==> config.mk <==
export PLATFORM = sky130hd
export DESIGN_NAME = seg7_scan_driver
export DESIGN_NICKNAME = d
export VERILOG_FILES = /design/src/rtl/seg7_pkg.sv /design/src/rtl/seg7_hex_lut.sv /design/src/rtl/seg7_scan_driver.sv
export SDC_FILE = /design/constraint.sdc
export NUM_CORES = 1
export LEC_CHECK = 0
export ABC_AREA = 1
export BUFFER_PORTS_ARGS = -buffer_cell sky130_fd_sc_hd__buf_2
export CAP_MARGIN = 20
export CORE_MARGIN = 2
export CORE_UTILIZATION = 32
export DETAILED_ROUTE_END_ITERATION = 8
export HOLD_SLACK_MARGIN = 0.03
export PLACE_DENSITY_LB_ADDON = 0.25
export SLEW_MARGIN = 15
export SYNTH_ARGS = -nofsm -noshare
export SYNTH_HDL_FRONTEND = slang
export SYNTH_SLANG_ARGS = --single-unit
==> constraint.sdc <==
create_clock -name clk -period 6.3 [get_ports clk]
set_input_delay 0.63 -clock clk [delete_from_list [all_inputs] [get_ports clk]]
set_output_delay 0.63 -clock clk [all_outputs]
set_load 0.05 [all_outputs]
==> src/rtl/seg7_pkg.sv <==
// seg7 scan driver shared constants: hex segment patterns and config checks.
// Patterns are {g,f,e,d,c,b,a}, active-high.
package seg7_pkg;

  localparam logic [6:0] SEG_0 = 7'h3F;
  localparam logic [6:0] SEG_1 = 7'h06;
  localparam logic [6:0] SEG_2 = 7'h5B;
  localparam logic [6:0] SEG_3 = 7'h4F;
  localparam logic [6:0] SEG_4 = 7'h66;
  localparam logic [6:0] SEG_5 = 7'h6D;
  localparam logic [6:0] SEG_6 = 7'h7D;
  localparam logic [6:0] SEG_7 = 7'h07;
  localparam logic [6:0] SEG_8 = 7'h7F;
  localparam logic [6:0] SEG_9 = 7'h6F;
  localparam logic [6:0] SEG_A = 7'h77;
  localparam logic [6:0] SEG_B = 7'h7C;
  localparam logic [6:0] SEG_C = 7'h39;
  localparam logic [6:0] SEG_D = 7'h5E;
  localparam logic [6:0] SEG_E = 7'h79;
  localparam logic [6:0] SEG_F = 7'h71;

  localparam logic [6:0] SEG_BLANK = 7'h00;

  localparam int DIGITS_MIN = 1;
  localparam int DIGITS_MAX = 8;

  function automatic bit digits_ok(input int n);
    return (n >= DIGITS_MIN) && (n <= DIGITS_MAX);
  endfunction

endpackage

==> src/rtl/seg7_hex_lut.sv <==
// Combinational hex nibble to 7-segment pattern decoder.
// Pure lookup, no state.
module seg7_hex_lut
  import seg7_pkg::*;
(
  input  logic [3:0] nibble,
  output logic [6:0] seg
);

  always_comb begin
    seg = SEG_BLANK;
    unique case (nibble)
      4'h0: seg = SEG_0;
      4'h1: seg = SEG_1;
      4'h2: seg = SEG_2;
      4'h3: seg = SEG_3;
      4'h4: seg = SEG_4;
      4'h5: seg = SEG_5;
      4'h6: seg = SEG_6;
      4'h7: seg = SEG_7;
      4'h8: seg = SEG_8;
      4'h9: seg = SEG_9;
      4'hA: seg = SEG_A;
      4'hB: seg = SEG_B;
      4'hC: seg = SEG_C;
      4'hD: seg = SEG_D;
      4'hE: seg = SEG_E;
      4'hF: seg = SEG_F;
      default: seg = SEG_BLANK;
    endcase
  end

endmodule

==> src/rtl/seg7_scan_driver.sv <==
// Time-multiplexed N-digit 7-segment driver with frame-synchronous update.
// Optional digit blinking is built when SEG7_BLINK_EN is defined.
module seg7_scan_driver
  import seg7_pkg::*;
#(
  parameter int NUM_DIGITS   = 4,
  parameter int CLK_DIV      = 50000,
  parameter int BLINK_FRAMES = 64
) (
  input  logic                    clk,
  input  logic                    rst,
  input  logic                    load,
  input  logic [4*NUM_DIGITS-1:0] value,
  input  logic [NUM_DIGITS-1:0]   dp_in,
  input  logic                    lzb_en,
`ifdef SEG7_BLINK_EN
  input  logic [NUM_DIGITS-1:0]   blink_mask,
`endif
  output logic [6:0]              seg,
  output logic                    dp,
  output logic [NUM_DIGITS-1:0]   an,
  output logic                    frame_start
);

  localparam int IW = (NUM_DIGITS > 1) ? $clog2(NUM_DIGITS) : 1;
  localparam int CW = (CLK_DIV > 1) ? $clog2(CLK_DIV) : 1;
  localparam int VW = 4 * NUM_DIGITS;
  localparam logic [IW-1:0] LAST    = IW'(NUM_DIGITS - 1);
  localparam logic [CW-1:0] DIV_MAX = CW'(CLK_DIV - 1);

  if (!digits_ok(NUM_DIGITS)) begin : g_bad_digits
    $error("seg7_scan_driver: NUM_DIGITS out of range");
  end
  if (CLK_DIV < 1) begin : g_bad_div
    $error("seg7_scan_driver: CLK_DIV must be at least 1");
  end

  logic [CW-1:0]         pre_cnt;
  logic                  tick;
  logic                  fb;
  logic [IW-1:0]         idx;
  logic [IW-1:0]         idx_nxt;
  logic [VW-1:0]         sh_val;
  logic [VW-1:0]         act_val;
  logic [VW-1:0]         cur_val;
  logic [NUM_DIGITS-1:0] sh_dp;
  logic [NUM_DIGITS-1:0] act_dp;
  logic [NUM_DIGITS-1:0] cur_dp;
  logic [NUM_DIGITS-1:0] blank;
  logic                  run;
  logic [3:0]            nib;
  logic                  dp_bit;
  logic                  blk;
  logic [6:0]            lut_seg;
  logic                  hide;
  logic [6:0]            seg_d;
  logic                  dp_d;
  logic [NUM_DIGITS-1:0] an_d;

  assign tick    = (pre_cnt == DIV_MAX);
  assign fb      = tick && (idx == LAST);
  assign idx_nxt = (idx == LAST) ? '0 : idx + 1'b1;

  // Digit 0 of a new frame is decoded from the data being promoted.
  assign cur_val = fb ? sh_val : act_val;
  assign cur_dp  = fb ? sh_dp  : act_dp;

  always_comb begin
    run   = lzb_en;
    blank = '0;
    for (int k = NUM_DIGITS - 1; k >= 1; k--) begin
      run      = run & (cur_val[4*k +: 4] == 4'h0);
      blank[k] = run;
    end
  end

  always_comb begin
    nib    = '0;
    dp_bit = 1'b0;
    blk    = 1'b0;
    for (int k = 0; k < NUM_DIGITS; k++) begin
      if (idx_nxt == IW'(k)) begin
        nib    = cur_val[4*k +: 4];
        dp_bit = cur_dp[k];
        blk    = blank[k];
      end
    end
  end

  seg7_hex_lut u_lut (
    .nibble (nib),
    .seg    (lut_seg)
  );

`ifdef SEG7_BLINK_EN
  localparam int FW = (BLINK_FRAMES > 1) ? $clog2(BLINK_FRAMES) : 1;
  localparam logic [FW-1:0] FR_MAX = FW'(BLINK_FRAMES - 1);

  logic [FW-1:0]         fr_cnt;
  logic                  phase;
  logic                  phase_nxt;
  logic [NUM_DIGITS-1:0] sh_mask;
  logic [NUM_DIGITS-1:0] act_mask;
  logic [NUM_DIGITS-1:0] cur_mask;
  logic                  mask_bit;

  // The new frame must already use the phase it will run under.
  assign phase_nxt = (fb && fr_cnt == FR_MAX) ? ~phase : phase;
  assign cur_mask  = fb ? sh_mask : act_mask;

  always_comb begin
    mask_bit = 1'b0;
    for (int k = 0; k < NUM_DIGITS; k++) begin
      if (idx_nxt == IW'(k)) mask_bit = cur_mask[k];
    end
  end

  assign hide = phase_nxt & mask_bit;

  always_ff @(posedge clk) begin
    if (rst) begin
      fr_cnt   <= '0;
      phase    <= 1'b0;
      sh_mask  <= '0;
      act_mask <= '0;
    end else begin
      if (load) sh_mask <= blink_mask;
      if (fb) begin
        act_mask <= sh_mask;
        fr_cnt   <= (fr_cnt == FR_MAX) ? '0 : fr_cnt + 1'b1;
      end
      phase <= phase_nxt;
    end
  end
`else
  logic unused_blink;
  assign unused_blink = (BLINK_FRAMES > 0);
  assign hide = 1'b0;
`endif

  always_comb begin
    seg_d = lut_seg;
    dp_d  = dp_bit;
    an_d  = '0;
    for (int k = 0; k < NUM_DIGITS; k++) begin
      if (idx_nxt == IW'(k)) an_d[k] = 1'b1;
    end
    if (blk) seg_d = SEG_BLANK;
    if (hide) begin
      seg_d = SEG_BLANK;
      dp_d  = 1'b0;
      an_d  = '0;
    end
  end

  always_ff @(posedge clk) begin
    if (rst) begin
      pre_cnt     <= '0;
      idx         <= LAST;
      sh_val      <= '0;
      sh_dp       <= '0;
      act_val     <= '0;
      act_dp      <= '0;
      seg         <= SEG_BLANK;
      dp          <= 1'b0;
      an          <= '0;
      frame_start <= 1'b0;
    end else begin
      pre_cnt     <= tick ? '0 : pre_cnt + 1'b1;
      frame_start <= fb;
      if (load) begin
        sh_val <= value;
        sh_dp  <= dp_in;
      end
      if (fb) begin
        act_val <= sh_val;
        act_dp  <= sh_dp;
      end
      if (tick) begin
        idx <= idx_nxt;
        seg <= seg_d;
        dp  <= dp_d;
        an  <= an_d;
      end
    end
  end

endmodule

Word-level counts from Yosys, hierarchy flattened
Memories as Yosys holds them, arrays and structs flattened.
Cells that the tools add are included.
{"block": "word_totals", "ff_bits": 71, "latchBits": 0, "mem_bits_rw": 0, "rom_bits": 112, "inputBits": 24, "output_inout_bits": 13, "elab_cells": 46, "mem_count": 1}
{"name": "(no name shown)", "depth": 16, "width": 7, "rd": 1, "rd_clocked_by_memory_dff": 0, "wr": 0, "line_no": "seg7_hex_lut.sv:12", "rtl": "unique case (nibble)"}
{"block": "classes", "add_sub_neg": 2, "multipliers": 0, "div": 0, "n_lt_le_gt_ge": 0, "n_eq_ne": 5, "n_shift": 0, "mux": 19, "n_bitwise": 3, "reduce_logical": 6}
{"operator": "$mux W4", "count": 5}
{"operator": "$add A16 B1 Y16 const B", "count": 1}
{"operator": "$eq A16 B16 Y1 const B", "count": 1}
{"operator": "$mux W16", "count": 1}
{"operator": "$logic_not A4 Y1", "count": 3}
{"operator": "$mux W1", "count": 11}
{"operator": "$mux W7", "count": 1}
{"operator": "$eq A2 B2 Y1 const B", "count": 3}
{"operator": "$and A1 B1 Y1", "count": 3}
{"operator": "$add A2 B1 Y2 const B", "count": 1}
{"operator": "$eq A2 B1 Y1 const B", "count": 1}
{"operator": "$logic_not A2 Y1", "count": 1}
{"operator": "$mux W2", "count": 1}
{"operator": "$reduce_or A2 Y1", "count": 1}
{"operator": "$logic_and A1 B1 Y1", "count": 1}

Longest topological paths before layout
{"block": "depth", "word_depth": 11, "mapped_depth": 17, "ltp_nobuf": 17}

Hierarchy
A second synthesis with hierarchy kept.
{"block": "hier_totals", "hier_cells": 465, "hier_area_um2": 3355.7}
{"module": "seg7_scan_driver", "instances": 1, "cells_each": 413, "area_each_um2": 3085.5, "seq_area_each_um2": 1421.4}
{"module": "seg7_hex_lut", "instances": 1, "cells_each": 52, "area_each_um2": 270.3, "seq_area_each_um2": 0.0}

Worst setup path after synthesis
Ideal clock, no wire load.
{"block": "synth_path", "path_type": "register -> register", "from": "register pre_cnt[0]", "to": "register seg[3]", "setup_ps": 113, "arrival_time_ps": 2068, "t_required_ps": 6187, "path_slack_ps": 4118, "stages_incl_launch_ff": 15, "path_buffers": 0, "synth_period_minus_slack_ps": 2182, "cell_sequence": "dfxtp_1 > ha_1 > nand3_4 > nor2_4 > nand3_4 > or2_1 > o21ai_2 > nor2_2 > a21oi_2 > ha_1 > inv_1 > o21ai_0 > nand2_1 > nand3_1 > nand2_1"}
{"block": "synth_via", "elab_chain_len": 11, "elab_cells_between_ends": 18, "cone_classes": "eq/ne: 1; mux: 9; bitwise: 3; reduce/logical: 4; memory: 1"}
{"item": "from (decl)", "line_no": "seg7_scan_driver.sv:38", "rtl": "logic [CW-1:0] pre_cnt;"}
{"item": "from (signal assigned)", "line_no": "seg7_scan_driver.sv:169", "rtl": "pre_cnt <= tick ? '0 : pre_cnt + 1'b1;"}
{"item": "$eq A16 B16 Y1 (*)", "line_no": "seg7_scan_driver.sv:60", "rtl": "assign tick = (pre_cnt == DIV_MAX);"}
{"item": "parallel branches: the longest is 10 deep, another holds $mem_v2 Z16 W7"}
{"item": "to (signal assigned)", "line_no": "seg7_scan_driver.sv:181", "rtl": "seg <= seg_d;"}
{"item": "to (decl)", "line_no": "seg7_scan_driver.sv:19", "rtl": "output logic [6:0] seg,"}
Every way passes the cells marked *.
A chain may end at the register's enable or synchronous reset.

Worst setup path after layout
{"block": "layout_path", "from": "register idx[0]", "to": "register seg[3]"}
{"block": "layout_via", "elab_chain_len": 11, "elab_cells_between_ends": 24, "cone_classes": "add/sub: 1; eq/ne: 4; mux: 10; bitwise: 3; reduce/logical: 5; memory: 1"}
{"item": "from (decl)", "line_no": "seg7_scan_driver.sv:41", "rtl": "logic [IW-1:0] idx;"}
{"item": "from (signal assigned)", "line_no": "seg7_scan_driver.sv:180", "rtl": "idx <= idx_nxt;"}
{"item": "parallel branches: the longest is 10 deep, another holds $mem_v2 Z16 W7"}
{"item": "$mux W7 (*)", "line_no": "seg7_scan_driver.sv:148", "rtl": "if (blk) seg_d = SEG_BLANK;"}
Marked as above.

==> impl_results.md <==
* F_max at 367 MHz
* All-layer global routing usage at 14.7%
* Top cells by area, synth: dfxtp_1, nand2_1, nor2_1
* RSZ-0062 raised after global routing: no
* Post-synth top area cell: dfxtp_1
* Starting density of the core at 33.2%
* 1st-iter DRT viols at 159
* Total Wirelength at 7.80 mm
* Slew @ Worst Pin at 0.884 ns
* Fill cell count at 1,114
* Synthesized Nets at 506
* Cell Area, Synth at 0.00345 sq mm
* Reg-to-Reg End: seg[3]$_SDFFE_PP0N_
* Hold Crit Endpoint: seg[1]$_SDFFE_PP0N_
* Crit path largest cell delay at 0.56 ns
* Post-route ant nets at 0
* Slowest CP cell: ha_1
* Ports at 37
* Total die area at 0.0116 sq mm
* Vias per cell at 4.71
* CP Buf/Inv Count at 1
* Nets@finish at 540
* Worst EP required at 6.54 ns
* 1st-pass router iterations at 4
* Reg2reg setup slack at 3.58 ns
* Worst R2R Path Depth at 13
* Worst r2r src: idx[0]$_SDFFE_PP1N_
* Share of cells above drive strength 1 at 16.9%
* Leakage at 1.76 nW
* CTS tree: yes
* Avg WL per Cell at 12.1 um
* Critical Path AT at 2.96 ns
* Max Cap Violations at 0
* Synthesized flop and latch total at 71
* Worst vdd ir at 0.117 mV
* Setup CP Type: reg -> reg
* Longest Clk Path Bufs at 2
* Post-Layout Inst Area at 0.00398 sq mm
* Area share of the largest cell type after synthesis at 41.2%
* Post-CTS Setup Inserts at 0
* Yosys Warn Count at 0
* Worst-Skew Late Latency at 0.34 ns
* Clock Tree Root: clkbuf_8
* Crit Path Max Fanout at 18
* Skew final at 0.00959 ns
* Worst Hold Slack at 0.452 ns
* Critical Path Most Common Cell: nand2_1
* Final setup viols at 0
* Post-Synthesis Cells at 470
* Final hold viol count at 0
* First-pass GRT wire length at 13.4 mm
* Worst hold path class: reg -> reg
* Max-slew violation count at 0
* Startpoint types: flip-flop
* Cts hold-fix bufs at 0
* Reg clk slew, reported paths at 0.07 ns
* Asr flop ratio synth at 0%
* Sequential share of the synthesized area at 41.2%
* Power per cell area at 237 mW/mm^2
* Vias in the first global route at 2,861
* CP top delay family: simple AND/OR/NAND/NOR gates
* Hold Path Depth at 2
* Max transition margin at 40.9%
* Critical-path cell list: ha_1 -> nand3_4 -> nand2_1 -> nand2_1 -> nand2_1 -> nand3_1 -> a21oi_2 -> ha_1 -> inv_1 -> o21ai_0 -> nand2_1 -> nand3_1 -> nand2_1
* # clock sinks at 71
* Die width at 108 um
* Largest net degree at the start of global routing at 28
* FP Rows at 37
* PostCTS Resize Cnt at 0
* Period utilization at 43.2%
* Most common cell after layout, fill and taps aside: nand2_1
* Avg Cell Area, Syn at 7.33 sq um
* Drt drc at 0
* Layout area overhead at 15.6%
* Synth cell types at 41
* Antenna violations before repair at 0
* DP Area at 0.00374 sq mm
* Core Box Area at 0.0104 sq mm
* Placer Congestion at 0.810
* Total CTS buffers at 9
* CP Capture Type: flip-flop
* Pre-CTS setup slack at 3.56 ns
* Fin util at 38.4%
* Port bufs at 36
* Die Span Y at 108 um
* Commonest non-fill, non-tap cells in the layout: nand2_1, dfxtp_1, nor2_1
* Ant. Diodes at 0
* Fin crit period at 2.72 ns
* # H-tree levels at 3
* Min-delay src: seg[1]$_SDFFE_PP0N_
* Setup_tns at 0 ns
* Dominant synthesized flop cell: dfxtp_1
* DP Wirelength at 5.82 mm
* Setup WS post-layout at 3.58 ns
* Via count at 3,035
* EDFF count, synth at 0
* Remaining Overflow, GRT at 0
* Status: finished clean
how the worst max path moves through the flow:
stage / depth (start not counted) / end / slack [ns] / start
global placement: 13 / seg[3]$_SDFFE_PP0N_ / 3.65 / idx[0]$_SDFFE_PP1N_
CTS: 13 / seg[3]$_SDFFE_PP0N_ / 3.55 / idx[0]$_SDFFE_PP1N_
finish: 13 / seg[3]$_SDFFE_PP0N_ / 3.58 / idx[0]$_SDFFE_PP1N_
floorplan: 14 / seg[3]$_SDFFE_PP0N_ / 4.12 / pre_cnt[0]$_SDFF_PP0_
global route: 13 / seg[3]$_SDFFE_PP0N_ / 3.24 / idx[0]$_SDFFE_PP1N_
detailed placement: 13 / seg[3]$_SDFFE_PP0N_ / 3.56 / idx[0]$_SDFFE_PP1N_
worst reg2reg max path, delay by kind of cell (launching register included):
kind / cells / cell delay (ns)
simple gates: 8 / 0.93
fa+ha+maj: 2 / 0.78
compound gates: 2 / 0.43
flops: 1 / 0.43
buf+inv: 1 / 0.04
cells by family after synthesis:
| kind of cell | after synthesis | share of synthesized area [%] |
|---|---|---|
| xor gates and xnor gates | 1 | 0.254 |
| muxes | 1 | 0.290 |
| and+or+nand+nor | 256 | 35.5 |
| buffers and inverters | 61 | 6.93 |
| adders and majority gates | 12 | 4.36 |
| DFF | 71 | 41.2 |
| AOI/OAI and AO/OA | 68 | 11.4 |
through the flow:
stage | power (W) | std cells
2_1_floorplan | 0.000495 | 470
3_3_place_gp | 0.000508 | 629
3_5_place_dp | 0.000509 | 629
4_1_cts | 0.000957 | 645
5_1_grt | 0.000981 | 645
6_report | 0.000945 | 645
layout make-up:
type,count,area (sq um),area share [%]
Tap cell,136,170,4.27
Inverter,48,180,4.52
Sequential cell,71,1420,35.7
Timing Repair Buffer,36,180,4.52
Multi-Input combinational cell,338,1790,44.8
Clock buffer,10,138,3.45
Clock inverter,6,108,2.70
power by group:
| part | internal (W) | switching, W |
|---|---|---|
| clock network | 0.000273 | 0.000174 |
| registers | 0.000459 | 0.00000546 |
| logic | 0.0000124 | 0.0000211 |
| total | 0.000744 | 0.000201 |
metal layers:
layer / wire (um) / global-route usage [%] / up-vias
met3: 278 / 2.72 / 16
met5: 0 / 0 / -
li1: - / - / 1587
met4: 160 / 6.50 / 0
met2: 3620 / 24.1 / 70
met1: 3740 / 18.8 / 1362
cell usage after synthesis (3+ instances only):
master and count:
nand2_2 8, a21oi_1 25, nor2_4 3, clkbuf_1 10, or2_1 4, nor2_1 66, and2_1 4, dfxtp_1 71
inv_1 42, nand3_1 32, o21ai_0 30, nor3_1 6, nand2_1 102, nand4_1 12, nand3_4 3, nand3_2 3
ha_1 12, inv_2 4
flip-flops by register name, summed over array words and instances (netlist names):
register	flops
sh_dp	4
pre_cnt	16
sh_val	16
frame_start	1
act_val	16
an	4
idx	2
dp	1
act_dp	4
seg	7
No activity file was read; power rests on OpenSTA's default activity.
